--- src/rtl/bkm_digit_gen.sv ---
// BKM signed-digit generator: emits STEPS (d_x, d_y) pairs per operation with valid/ready handshake.
// Optional accepted-nonzero-pair counter port nz_cnt when BKM_DIGIT_GEN_NZ_CNT_EN is defined.
module bkm_digit_gen #(
    parameter int W     = 16,
    parameter int STEPS = 16,
    parameter int THR   = 4096
) (
    input  logic                 clk,
    input  logic                 rst_n,
    input  logic                 start,
    input  logic signed [W-1:0]  x_in,
    input  logic signed [W-1:0]  y_in,
    output logic                 busy,
    output logic                 digit_valid,
    input  logic                 digit_ready,
    output logic [1:0]           d_x,
    output logic [1:0]           d_y,
    output logic                 done
`ifdef BKM_DIGIT_GEN_NZ_CNT_EN
    ,
    output logic [$clog2(STEPS+1)-1:0] nz_cnt
`endif
);

    localparam int RW = W + 2;
    localparam int CW = (STEPS > 1) ? $clog2(STEPS) : 1;
    localparam logic signed [RW-1:0] THR_P  = RW'(THR);
    localparam logic signed [RW-1:0] THR_N  = -THR_P;
    localparam logic signed [RW-1:0] THR_X4 = RW'(4 * THR);
    localparam logic [CW-1:0]        LAST   = CW'(STEPS - 1);

    typedef enum logic [1:0] {IDLE, RUN, DONE} state_t;

    state_t                state_q;
    logic signed [RW-1:0]  rx_q, ry_q, rx_d, ry_d;
    logic [CW-1:0]         cnt_q;
    logic                  busy_q, valid_q, done_q;
    logic [1:0]            selx, sely;
    logic                  hs;

    function automatic logic [1:0] sel(input logic signed [RW-1:0] r);
        if (r >= THR_P)     return 2'b01;
        else if (r < THR_N) return 2'b11;
        else                return 2'b00;
    endfunction

    // r <- 2r - d*4*THR, wrapping modulo 2**RW
    function automatic logic signed [RW-1:0] upd(input logic signed [RW-1:0] r,
                                                 input logic [1:0] d);
        case (d)
            2'b01:   return (r <<< 1) - THR_X4;
            2'b11:   return (r <<< 1) + THR_X4;
            default: return r <<< 1;
        endcase
    endfunction

    always_comb begin
        selx = sel(rx_q);
        sely = sel(ry_q);
        rx_d = upd(rx_q, selx);
        ry_d = upd(ry_q, sely);
        hs   = valid_q & digit_ready;
        d_x  = valid_q ? selx : 2'b00;
        d_y  = valid_q ? sely : 2'b00;
    end

    assign busy        = busy_q;
    assign digit_valid = valid_q;
    assign done        = done_q;

`ifdef BKM_DIGIT_GEN_NZ_CNT_EN
    logic [$clog2(STEPS+1)-1:0] nz_q;
    assign nz_cnt = nz_q;

    always_ff @(posedge clk or negedge rst_n) begin
        if (!rst_n) begin
            nz_q <= '0;
        end else if (state_q == IDLE && start) begin
            nz_q <= '0;
        end else if (state_q == RUN && hs && (selx != 2'b00 || sely != 2'b00)) begin
            nz_q <= nz_q + 1'b1;
        end
    end
`endif

    always_ff @(posedge clk or negedge rst_n) begin
        if (!rst_n) begin
            state_q <= IDLE;
            rx_q    <= '0;
            ry_q    <= '0;
            cnt_q   <= '0;
            busy_q  <= 1'b0;
            valid_q <= 1'b0;
            done_q  <= 1'b0;
        end else begin
            done_q <= 1'b0;
            case (state_q)
                IDLE: begin
                    if (start) begin
                        rx_q    <= RW'(x_in);
                        ry_q    <= RW'(y_in);
                        cnt_q   <= '0;
                        busy_q  <= 1'b1;
                        valid_q <= 1'b1;
                        state_q <= RUN;
                    end
                end
                RUN: begin
                    if (hs) begin
                        rx_q <= rx_d;
                        ry_q <= ry_d;
                        if (cnt_q == LAST) begin
                            valid_q <= 1'b0;
                            done_q  <= 1'b1;
                            state_q <= DONE;
                        end else begin
                            cnt_q <= cnt_q + 1'b1;
                        end
                    end
                end
                DONE: begin
                    busy_q  <= 1'b0;
                    state_q <= IDLE;
                end
                default: begin
                    busy_q  <= 1'b0;
                    valid_q <= 1'b0;
                    state_q <= IDLE;
                end
            endcase
        end
    end

endmodule

--- config.mk ---
export PLATFORM = sky130hd
export DESIGN_NAME = bkm_digit_gen
export DESIGN_NICKNAME = d
export VERILOG_FILES = /design/src/rtl/bkm_digit_gen.sv
export SDC_FILE = /design/constraint.sdc
export NUM_CORES = 1
export LEC_CHECK = 0
export ABC_AREA = 1
export CORE_MARGIN = 2
export CORE_UTILIZATION = 45
export CTS_CLUSTER_DIAMETER = 100
export DETAILED_ROUTE_END_ITERATION = 10
export PLACE_DENSITY = 0.72
export SETUP_SLACK_MARGIN = 0.3
export SKIP_LAST_GASP = 1
export SLEW_MARGIN = 30
export SYNTH_ARGS = -nofsm -noshare
export SYNTH_HDL_FRONTEND = slang
export SYNTH_SLANG_ARGS = --single-unit
--- constraint.sdc ---
create_clock -name clk -period 1.6 [get_ports clk]
set_input_delay 0.32 -clock clk [delete_from_list [all_inputs] [get_ports clk]]
set_output_delay 0.32 -clock clk [all_outputs]
set_load 0.02 [all_outputs]
**Yosys cells after proc, flatten, opt, wreduce, memory -nomap -nowiden**

Index checks and enable logic that the tools add are counted.

- Output and inout port bits: 7
- Bits in registers: 45

- Reductions and logical operators: 7
- Bitwise logic cells: 3
- $add $sub $neg: 5
- Magnitude comparators: 4
- Multiplexer cells: 30
- Eq/ne operators: 11

Operators with widths:

| operator | count |
|---|---|
| $pmux 18 s2 | 4 |
| $mux 18 | 4 |
| $add 18x16->18 const B | 2 |
| $ge 18x14->1 const B | 2 |
| $lt 18x13->1 const B | 2 |
| $sub 18x16->18 const B | 2 |
| $mux 2 | 9 |
| $mux 4 | 3 |
| $ne 2x2->1 const B | 4 |
| $pmux 4 s2 | 1 |
| $reduce_and 4->1 | 2 |
| $eq 2x1->1 const B | 3 |
| $eq 2x2->1 const B | 3 |
| $mux 1 | 6 |
| $reduce_and 3->1 | 2 |
| $add 4x1->4 const B | 1 |
| $eq 4x4->1 const B | 1 |
| $pmux 2 s2 | 1 |
| $pmux 1 s3 | 1 |
| $logic_not 2->1 | 1 |
| $not 1->1 | 2 |
| $pmux 1 s2 | 1 |
| $reduce_and 2->1 | 1 |
| $reduce_bool 2->1 | 1 |
| $and 1x1->1 | 1 |

**Logic depth before layout (Yosys ltp)**

- Word-level depth: 7
- Gate-level depth with buffers: 14
- Depth with buffers taken out: 14

**Least setup slack after synthesis**

OpenSTA, ideal clock, no wires.

- Kind: flip-flop to flip-flop
- From: register rx_q[15]
- To: register rx_q[16]
- Arrival time: 1.441 ns
- Path slack: 0.082 ns
- Library setup time: 0.077 ns
- Period minus slack after synthesis: 1.518 ns
- Cell stages (with the launch flop): 12
- Cell sequence: dfrtp_1 nand3_1 o21bai_2 nand2_1 nand2_1 inv_1 ha_1 a21oi_1 nand2_1 nand3_1 nand2_1 a21oi_1

- Longest elaborated chain between the ends: 7

RTL lines:

| what | RTL line | source |
|---|---|---|
| start, declared | 35 | `logic signed [RW-1:0] rx_q, ry_q, rx_d, ry_d;` |
| start signal, assigned | 100 | `rx_q <= RW'(x_in);` |
| start signal, assigned | 110 | `rx_q <= rx_d;` |
| $lt 18x13->1 | 43 | `else if (r < THR_N) return 2'b11;` |
| $mux 2 | 43 |  |
| $mux 2 | 42 | `if (r >= THR_P) return 2'b01;` |
| $eq 2x2->1 or $eq 2x1->1 (tied branches) | 50 | `case (d)` |
| $pmux 18 s2 * | 50 |  |
| $mux 18 * | 109 | `if (hs) begin` |
| $pmux 18 s2 * | 97 | `case (state_q)` |

Mark *: on every way between the ends. The rest lies on a longest branch, timed or not. The select of a mux whose other input is x is not followed.
A chain may end at the register's enable or synchronous reset.

**Worst setup path after layout**

- From: register rx_q[16]
- To: register rx_q[16]

- Longest elaborated chain between the ends: 7

RTL lines:

| what | RTL line |
|---|---|
| $lt 18x13->1 | 43 |
| $mux 2 | 43 |
| $mux 2 * | 42 |
| $eq 2x2->1 or $eq 2x1->1 (tied branches) | 50 |
| $pmux 18 s2 * | 50 |
| $mux 18 * | 109 |
| $pmux 18 s2 * | 97 |

Marked as above.

==> out/results.ini <==
[pwr]
power_density_nw_per_um2=1872
total_power_mw=8.911
ir_drop_v=0.0009790
leakagePower_nw=2.340

[synth]
yosysTopAreaCell=dfrtp_1
synth_top_family_by_area=simple AND/OR/NAND/NOR gates
avgSynthCellArea_sq_um=7.503
synth_cell_types=24
synthMuxAreaShare=0
ys_top_cells_by_area=dfrtp_1, nand2_1, inv_1
ys.flop_type=dfrtp_1
yosysWarnings=0
synthCells=328
synth_nets=367
ys_ff_latch=45
yosys.area_share.simple=0.2161
async_reset_ff_frac=1.000
synth-xor-area-share=0.003559
synth_compound_area_frac=0.1998
netlist_area_sq_um=2461
synthTopCellsByCount=nand2_1, inv_1, dfrtp_1
synth_top_area_frac=0.4575
yosysMostFrequentCell=nand2_1
ys_seq_area_frac=0.4575
synth-edff-count=0
synthAdderAreaFrac=0.01525

[floorplan]
fp.coreArea_sq_um=5205
die_x_um=77.96
start_util=0.4728
die_area_sq_um=6077
rows=26
ios=43
die_y_um=77.96

[critical_path]
r2r_end=rx_q[16]
r2r_cells=12
crit_path_max_fanout=4
rrSetupSlack_ns=-0.23
required_ns=1.84
critPathCaptureType=flip-flop
path_class=reg2reg
cp.arrival_ns=2.07
cp-start-kind=flip-flop
timing.rr.start=rx_q[16]

[clock_network]
htree_levels=2
cts.sinks=45
cts_tree=built
root_buffer=clkbuf_8
clock_latency_ns=0.30
clkTransAtPathRegs_ns=0.10
clockBufferDepth=2
cts_inserted_buffers=5

[detailed_routing]
num_vias=3205
drtIter0Drc=201
drt_drc_violations_left=0
viasPerCell=5.881
dr.pass1.iters=7
ant_nets=0
routedWlPerCell_um=21.13
routed_wl_um=11520

[global_route]
grt_usage=0.3125
grt_pass1_vias=2993
antenna_found_initial=0
grt_pass1_wl_um=14760
grt_max_degree=20
gr-total-overflow=0

[timing]
max_slew_margin=0.7070
setup_viol=26
rsz0062_at_grt=true
layout_worst_path_cycle_share=1.145
tightest_slew_ns=0.4395
min_period_ns=1.832
setup_tns_ns=-2.225
finalClockSkew_ns=0.01146
clock.fmax_ghz=0.5457
holdWs_ns=0.4921
layout_setup_ws_ns=-0.2324
maxSlewViolCount=0
hold_viol_final=0

[cells_and_area]
nNetsFinal=513
design_area_sq_um=4761
nFillCells=193
insertedDiodeCount=0
post_route_cells_drive_above_1_share=0.4842
syn_to_final_growth_pct=93.44

[placed_design]
port_buffers=42
hpwl_um=4288
finalWeightedCongestion=0.9180
placed_cell_area_sq_um=3333
preCtsSetupSlack_ns=-0.2529

[run_status]
violations=setup timing
status=finished, violations left

[min_path]
holdCritPathClass=in2async

[job]
maxCapViolations=0

where the power goes:
group	internal (mW)	switching, mW
clock	0.311	0.425
sequential	1.59	0.329
combinational	3.11	3.15
total	5.01	3.90
state kept, by name, indices dropped and copies added, names as in the netlist:
name	flops
busy	1
ry_q	18
digit_valid	1
state_q	2
done	1
cnt_q	4
rx_q	18
worst max-delay path, stage by stage, from the launching register on:
cell	delay (ns)
dfrtp_1	0.46
nand2_2	0.13
o21bai_4	0.18
buf_6	0.14
nand2_4	0.05
nand2_2	0.06
inv_2	0.04
ha_4	0.16
a21oi_2	0.11
nand2_1	0.11
nand3_2	0.10
nand2_2	0.06
a21oi_2	0.14
metrics by stage:
stage | cells | utilization
global placement | 473 | 0.6404
finish | 545 | 0.9147
CTS | 528 | 0.8180
global route | 545 | 0.9147
detailed placement | 473 | 0.6404
floorplan | 328 | -
cell families (layout without fill, tap and decap cells):
family          count (synthesis)  in the layout
simple gates                  129            129
buf+inv                        68            215
compound gates                 82             82
xor+xnor                        1              1
flops                          45             45
fa+ha+maj                       3              3
final cells by class:
cell class / instances / area (sq um) / area share
clock buffers: 5 / 68.82 / 0.01445
multi-input cells: 215 / 1498 / 0.3146
flip-flops and latches: 45 / 1130 / 0.2373
well taps: 70 / 87.58 / 0.01840
inverters: 55 / 214.0 / 0.04494
repair buffers: 152 / 1742 / 0.3658
clock inverters: 3 / 21.27 / 0.004468
cell usage in the layout, fill, tap and decap left out, types with 3 or more instances in the layout:
| cell | count |
|---|---|
| o211ai_1 | 26 |
| a21oi_2 | 7 |
| o21ai_2 | 14 |
| nand2_4 | 10 |
| nor2_2 | 4 |
| nand2_2 | 24 |
| nor2_1 | 16 |
| inv_1 | 39 |
| o21ai_0 | 4 |
| o21ai_1 | 20 |
| clkbuf_8 | 5 |
| buf_8 | 4 |
| clkdlybuf4s50_1 | 34 |
| nand3_1 | 8 |
| dfrtp_2 | 3 |
| buf_4 | 58 |
| clkbuf_16 | 4 |
| nor2_4 | 7 |
| buf_12 | 7 |
| dfrtp_1 | 42 |
| nand2_1 | 45 |
| inv_2 | 14 |
| buf_6 | 29 |
| nand3_2 | 7 |
| buf_16 | 11 |
how the worst max path moves through the flow:
| stage | from | slack (ns) | depth (start not counted) | to |
|---|---|---|---|---|
| finish | rx_q[16] | -0.23 | 12 | rx_q[16] |
| detailed placement | rx_q[14] | -0.25 | 7 | d_x[0] |
| global route | rx_q[16] | -0.30 | 13 | rx_q[16] |
| floorplan | rx_q[14] | 0.11 | 11 | rx_q[16] |
| CTS | rx_q[14] | -0.14 | 7 | d_x[0] |
| global placement | rx_q[14] | -0.23 | 7 | d_x[0] |
repair_timing:
action                                  in CTS  in global routing
hold buffers                                 1                  0
pin swaps                                   37                 47
gates resized for setup                    124                 94
cloned                                      12                  3
endpoints found under the setup margin      47                 47
hold endpoints to repair                    16                  0
buffers inserted                            34                 14
per-layer routing:
layer  part of all wire  global-route usage  up-vias
li1                   -                   -     1372
met3              0.065             0.05000       67
met1               0.38              0.3688     1568
met5                  0                   0        -
met2               0.50              0.5526      198
met4              0.060              0.1491        0
Note: power is estimated with default switching activity, not from simulation.
